### config.mk
export PLATFORM = sky130hd
export DESIGN_NAME = feed_fifo
export DESIGN_NICKNAME = d
export VERILOG_FILES = /design/src/rtl/feed_fifo_pkg.sv /design/src/rtl/feed_fifo_mem.sv /design/src/rtl/feed_fifo.sv
export SDC_FILE = /design/constraint.sdc
export NUM_CORES = 1
export LEC_CHECK = 0
export ABC_AREA = 1
export CORE_MARGIN = 1
export CORE_UTILIZATION = 40
export CTS_BUF_LIST = sky130_fd_sc_hd__clkbuf_2
export CTS_CLUSTER_SIZE = 8
export DETAILED_ROUTE_END_ITERATION = 10
export PLACE_DENSITY_LB_ADDON = 0.1
export SETUP_SLACK_MARGIN = 0.4
export SLEW_MARGIN = 20
export SYNTH_ARGS = -nofsm -noshare
export SYNTH_HDL_FRONTEND = slang
export SYNTH_HIERARCHICAL = 1
export SYNTH_SLANG_ARGS = --single-unit
### constraint.sdc
create_clock -name clk -period 7.48 [get_ports clk]
set_clock_uncertainty 0.2 [all_clocks]
set_input_delay 0.748 -clock clk [delete_from_list [all_inputs] [get_ports clk]]
set_output_delay 0.748 -clock clk [all_outputs]
set_load 0.005 [all_outputs]
### src/rtl/feed_fifo_pkg.sv
// Shared constants and helpers for the feed_fifo elastic input stage.
package feed_fifo_pkg;

  localparam int unsigned UNDERRUN_W = 16;
  localparam logic [UNDERRUN_W-1:0] UNDERRUN_MAX = '1;

  // Pointer width for a given depth: index bits plus one wrap bit.
  function automatic int unsigned ptr_width(input int unsigned depth);
    return $clog2(depth) + 1;
  endfunction

endpackage

### src/rtl/feed_fifo_mem.sv
// DEPTH x WIDTH register array: one synchronous write port, one combinational read port.
// No reset; contents are don't-care until written.
module feed_fifo_mem #(
  parameter int unsigned WIDTH = 8,
  parameter int unsigned DEPTH = 4,
  localparam int unsigned AW = $clog2(DEPTH)
) (
  input  logic             clk,
  input  logic             we,
  input  logic [AW-1:0]    waddr,
  input  logic [WIDTH-1:0] wdata,
  input  logic [AW-1:0]    raddr,
  output logic [WIDTH-1:0] rdata
);

  logic [WIDTH-1:0] mem_q [DEPTH];

  // Write the addressed entry on a write strobe.
  always_ff @(posedge clk) begin
    if (we) mem_q[waddr] <= wdata;
  end

  assign rdata = mem_q[raddr];

endmodule

### src/rtl/feed_fifo.sv
// Elastic input stage ahead of the delay pipeline: buffers producer words and
// presents one word per advance cycle on a registered output, inserting a zero
// bubble and counting the underrun when the buffer is empty.
module feed_fifo
  import feed_fifo_pkg::*;
#(
  parameter int unsigned WIDTH = 8,
  parameter int unsigned DEPTH = 4,
  localparam int unsigned AW = $clog2(DEPTH)
) (
  input  logic                  clk,
  input  logic                  reset,
  input  logic                  s_valid,
  output logic                  s_ready,
  input  logic [WIDTH-1:0]      s_data,
  input  logic                  m_en,
  output logic [WIDTH-1:0]      m_data,
  output logic                  m_valid,
  output logic [AW:0]           count,
  output logic [UNDERRUN_W-1:0] underrun_cnt
);

  typedef logic [ptr_width(DEPTH)-1:0] ptr_t;

  ptr_t                  wr_q, wr_d;
  ptr_t                  rd_q, rd_d;
  logic [WIDTH-1:0]      m_data_q, m_data_d;
  logic                  m_valid_q, m_valid_d;
  logic [UNDERRUN_W-1:0] underrun_q, underrun_d;

  logic             empty;
  logic             full;
  logic             push;
  logic [WIDTH-1:0] rd_word;

  assign empty   = (wr_q == rd_q);
  assign full    = (wr_q[AW-1:0] == rd_q[AW-1:0]) && (wr_q[AW] != rd_q[AW]);
  assign s_ready = !full && !reset;
  assign push    = s_valid && s_ready;

  feed_fifo_mem #(
    .WIDTH(WIDTH),
    .DEPTH(DEPTH)
  ) u_mem (
    .clk  (clk),
    .we   (push),
    .waddr(wr_q[AW-1:0]),
    .wdata(s_data),
    .raddr(rd_q[AW-1:0]),
    .rdata(rd_word)
  );

  // Next-state: write pointer on push; output register, read pointer and
  // underrun counter only move on an advance strobe.
  always_comb begin
    wr_d       = wr_q;
    rd_d       = rd_q;
    m_data_d   = m_data_q;
    m_valid_d  = m_valid_q;
    underrun_d = underrun_q;
    if (push) wr_d = wr_q + 1'b1;
    if (m_en) begin
      if (!empty) begin
        m_data_d  = rd_word;
        m_valid_d = 1'b1;
        rd_d      = rd_q + 1'b1;
      end else begin
        m_data_d  = '0;
        m_valid_d = 1'b0;
        if (underrun_q != UNDERRUN_MAX) underrun_d = underrun_q + 1'b1;
      end
    end
  end

  // State registers with asynchronous flush.
  always_ff @(posedge clk or posedge reset) begin
    if (reset) begin
      wr_q       <= '0;
      rd_q       <= '0;
      m_data_q   <= '0;
      m_valid_q  <= 1'b0;
      underrun_q <= '0;
    end else begin
      wr_q       <= wr_d;
      rd_q       <= rd_d;
      m_data_q   <= m_data_d;
      m_valid_q  <= m_valid_d;
      underrun_q <= underrun_d;
    end
  end

  assign m_data       = m_data_q;
  assign m_valid      = m_valid_q;
  assign count        = wr_q - rd_q;
  assign underrun_cnt = underrun_q;

endmodule

### Yosys cells after proc, flatten, opt, wreduce, memory -nomap -nowiden

Memory sizes are Yosys's and may differ from the RTL's.
Index checks and enable logic that the tools add are counted.

| word-level totals | value |
|---|---|
| flip-flop bits (word level) | 31 |
| RAM bits | 32 |
| output and inout bits | 29 |
| memories kept | 1 |

| operators by class | value |
|---|---|
| $add $sub $neg | 4 |
| equal/unequal tests | 4 |
| muxes and demuxes | 4 |
| bitwise gates (word level) | 1 |
| reduce and logical (&&, ||, !) cells | 7 |

Memory list:

| memory | depth | bits a word | read ports | clocked after Yosys merged registers in | write ports | RTL line | text |
|---|---|---|---|---|---|---|---|
| u_mem.mem_q | 4 | 8 | 1 | 0 | 1 | feed_fifo_mem.sv:16 | `logic [WIDTH-1:0] mem_q [DEPTH];` |

Operator list:

| cell | count |
|---|---|
| $add 16x1->16 const B | 1 |
| $ne 16x16->1 const B | 1 |
| $mux 8 | 1 |
| $add 3x1->3 const B | 2 |
| $eq 3x3->1 | 1 |
| $logic_and 1x1->1 | 3 |
| $mux 1 | 3 |
| $reduce_and 3->1 | 1 |
| $sub 3x3->3 | 1 |
| $eq 2x2->1 | 1 |
| $logic_not 1->1 | 2 |
| $reduce_and 2->1 | 1 |
| $ne 1x1->1 | 1 |
| $not 1->1 | 1 |

### Logic depth before layout (Yosys ltp)

| depth | value |
|---|---|
| word-level depth | 7 |
| mapped depth | 10 |
| depth with buffers taken out | 10 |

### By module

Netlist, hierarchy kept.

By module, submodules not included:

| module | instances | cells each | area each (um2) | sequential area each (um2) |
|---|---|---|---|---|
| feed_fifo | 1 | 230 | 1789.2 | 775.7 |
| feed_fifo_mem | 1 | 133 | 1387.6 | 960.9 |

### Worst setup path before layout

Ideal clock, no wire load.

| path | value |
|---|---|
| path kind | input port to flip-flop |
| start | input reset |
| end | memory u_mem.mem_q[0][0], enable pin |
| data arrival time | 2.480 ns |
| data required time | 6.897 ns |
| path slack | 4.416 ns |
| cell stages on the path | 5 |
| cell sequence | inv_1 > nand3_1 > inv_1 > inv_1 > nor3_1 |

| between the ends | value |
|---|---|
| cells in the longest elaborated chain, start to end | 5 |

RTL lines:

| element | RTL line | text |
|---|---|---|
| start: declaration | feed_fifo.sv:12 | `input logic reset,` |
| $logic_not 1->1 (no source line) | n/a |  |
| $logic_and 1x1->1 | feed_fifo.sv:38 | `assign s_ready = !full && !reset;` |
| $logic_and 1x1->1 | feed_fifo.sv:39 | `assign push = s_valid && s_ready;` |
| named net push | feed_fifo.sv:33 | `logic push;` |
| $mux 1 | feed_fifo_mem.sv:20 | `if (we) mem_q[waddr] <= wdata;` |
| $mux 1 (implied by the code) | feed_fifo_mem.sv:20 |  |
| end: declaration | feed_fifo_mem.sv:16 |  |

The timed path passes the listed nets, and every way through them passes these cells.

### Worst setup path in the final report

| path | value |
|---|---|
| start | register rd_q[0] |
| end | output s_ready |

| between the ends | value |
|---|---|
| cells in the longest elaborated chain, start to end | 4 |

RTL lines:

| element | RTL line | text |
|---|---|---|
| start: declaration | feed_fifo.sv:26 | `ptr_t rd_q, rd_d;` |
| start signal: assignment | feed_fifo.sv:85 | `rd_q <= rd_d;` |
| $eq 2x2->1 | feed_fifo.sv:37 | `assign full = (wr_q[AW-1:0] == rd_q[AW-1:0]) && (wr_q[AW] != rd_q[AW]);` |
| $logic_and 1x1->1 | feed_fifo.sv:37 |  |
| $logic_not 1->1 | feed_fifo.sv:38 |  |
| $logic_and 1x1->1 | feed_fifo.sv:38 |  |
| end: declaration | feed_fifo.sv:14 | `output logic s_ready,` |

Every way passes these cells.

==> qor.yml <==
syn_to_final_growth_pct: 18.6
seq_cells_post_synth: 63
synth_edf_count: 32
coreArea_sq_mm: 0.00769
synth_top_cell_area_share: 0.302
synth.area.top_cells: "sky130_fd_sc_hd__edfxtp_1 (30%), sky130_fd_sc_hd__dfrtp_1 (24%), sky130_fd_sc_hd__nand2_1 (14%)"
static-leakage-power_uw: 0.00169
ff_latch_area_sq_mm: 0.00174
grt_antenna_before_repair: 0
netlist_area_sq_mm: 0.00318
final_net_count: 425
synth-main-ff-cell: "sky130_fd_sc_hd__edfxtp_1"
power_per_cell_area_mw_per_mm2: 310
drt_first_iter_violations: 148
critPathLaunchType: "flip-flop"
syn_inst: 363
grt_pass1_wl_um: 11400
yosysSeqAreaShare: 0.547
grt_usage: 0.181
cts_resized: 0
fillCellCount: 742
globalRoute.totalOverflow: 0
largest_driver_fanout_on_the_critical_path: 20
number_of_global_route_vias_before_repair: 2260
route.detailed.drc: 0
run_status: "complete, no violations"
synth.yosys.warnings: 6
ctsHoldBuffers: 0
floorplan.initialDensity: 0.413
cp.arrival_ps: 2570
floorplan.die.height_um: 91.1
cts.path.max_buffers: 2
rsz_0062_raised_after_global_routing: "no"
timing.hold.worst.class: "reg2reg"
postSynth.asyncResetShare: 0.492
drt.antenna.violating_nets: 0
grt_max_degree: 33
worstSetupPathType: "reg2out"
totalPowerFinal_uw: 1170
inserted_diodes: 0
irDropWorstVdd_mv: 0.217
dominant_cell_type_by_area_after_synthesis: "sky130_fd_sc_hd__edfxtp_1"
final.min_clock_period_ps: 3520
clock-sinks: 63
timing.fmax_mhz: 284
multiInputGateArea_sq_mm: 0.00112
dr_total_vias: 2406
postCtsSetupBuffers: 0
slew_violations: 0
routabilityCongestion: 0.784
yosysUniqueCellTypes: 29
route.detailed.vias_per_inst: 4.68
critPathLaunch: "rd_q[0]$_DFFE_PP0P_"
drt_pre_antenna_iters: 5
max_slew.worst_pin.slew_ps: 1070
clkTransAtPathRegs_ps: 170
num_io_pins: 41
dieWidth_um: 91.1
placement.io_buffers: 40
reg2reg_from: "rd_q[0]$_DFFE_PP0P_"
min_from: "m_valid$_DFFE_PP0P_"
final_wirelength_um: 6650
final.period_utilization: 0.470
cts_max_level: 3
setup_failing_eps_final: 0
clkLatencyLatePin_ps: 460
cts_tree: "yes"
die_area_sq_mm: 0.00830
drive_gt1_frac: 0.0971
totalNegativeSetupSlack_ps: 0
finalHoldViolations: 0
routed_wire_length_per_instance_um: 12.9
worst_setup_path_end_kind: "output port"
syn-num-nets: 381
data_required_time_of_the_critical_path_ps: 6530
cts_inserted_buffers: 9
worst_slew_margin_rel: 0.284
dp.final_hpwl_um: 4910
max-cap-violations: 0
post_synth.cell_area_avg_sq_um: 8.75
cts_root_buffer: "sky130_fd_sc_hd__clkbuf_2"
std_cell_rows: 32
state kept, by name, indices dropped and copies added (netlist names):
| signal | flops |
|---|---|
| m_data | 8 |
| rd_q | 3 |
| u_mem/mem_q | 32 |
| m_valid | 1 |
| underrun_cnt | 16 |
| wr_q | 3 |
Yosys cell counts, drive strengths merged (2+ instances only):
| cell type | number |
|---|---|
| o21ai | 14 |
| edfxtp | 32 |
| nand2 | 120 |
| dfrtp | 31 |
| nor2 | 22 |
| nand3 | 37 |
| inv | 68 |
| buf | 7 |
| ha | 5 |
| nand4 | 7 |
| xor2 | 4 |
| a21oi | 2 |
| nor3 | 4 |
| xnor2 | 6 |
through the flow:
stage / utilization / std cells / worst slack [ps] / instance area [sq um] / hold WS, ps
2_1_floorplan: - / 363 / 4420 / 3180 / 281
4_1_cts: 0.489 / 514 / 3890 / 3760 / 344
6_report: 0.490 / 514 / 3960 / 3770 / 336
3_5_place_dp: 0.474 / 498 / 3980 / 3650 / 308
5_1_grt: 0.490 / 514 / 3770 / 3770 / 370
3_3_place_gp: 0.474 / 498 / 4060 / 3650 / 292
cell families after synthesis:
kind of cell | synth area share
compound gates | 0.0264
xor+xnor | 0.0276
fa+ha+maj | 0.0260
buf+inv | 0.104
flops | 0.547
simple gates | 0.270
path summary, 6_finish.rpt:
kind                                          endpoint  slack (ps)  cells past startpoint
setup reg to reg           u_mem/mem_q[1][1]$_DFFE_PP_        4200                      8
max in group asynchronous        m_data[6]$_DFFE_PP0P_        6320                      3
setup / recovery                               s_ready        3960                      5
hold / removal                     m_valid$_DFFE_PP0P_         340                      2
hold reg to reg                    m_valid$_DFFE_PP0P_         340                      2
min in group asynchronous        m_data[0]$_DFFE_PP0P_         460                      3
area by class of cell:
class	count	area share
Clock buffer	10	0.0133
Multi-Input combinational cell	223	0.298
Timing Repair Buffer	41	0.108
Inverter	69	0.0697
Sequential cell	63	0.461
Clock inverter	6	0.0163
Tap cell	102	0.0339
report_power, final:
group	switching (uW)	total (uW)	internal (uW)	leakage (uW)
Sequential	75.1	512	436	0.000688
Combinational	248	457	210	0.000946
Clock	121	197	76.6	0.0000616
Total	443	1170	723	0.00169
critical path: stages (launching register included):
cell and delay (ps):
sky130_fd_sc_hd__dfrtp_1 830, sky130_fd_sc_hd__ha_1 370, sky130_fd_sc_hd__nand2_1 130, sky130_fd_sc_hd__inv_1 110, sky130_fd_sc_hd__a21oi_1 150, sky130_fd_sc_hd__clkdlybuf4s50_1 510
cells in the final DEF, fill, tap and decap left out, drive strengths merged:
master and n:
nand2 120, inv 68, clkdlybuf4s50 40, nand3 37
edfxtp 32, dfrtp 31, nor2 22, o21ai 14
clkbuf 10, nand4 7, xnor2 6, ha 5
xor2 4, nor3 4, clkinvlp 3, clkinv 3
a21oi 2, nand3b 1, fa 1, bufinv 1
buf 1
routing by layer:
layer	global-route usage	vias to the layer above	share of wire
li1	-	1218	-
met1	0.257	1110	0.49
met2	0.270	70	0.43
met3	0.0536	8	0.068
met4	0.0476	0	0.012
met5	0	-	0
(Power assumes the default switching activity.)
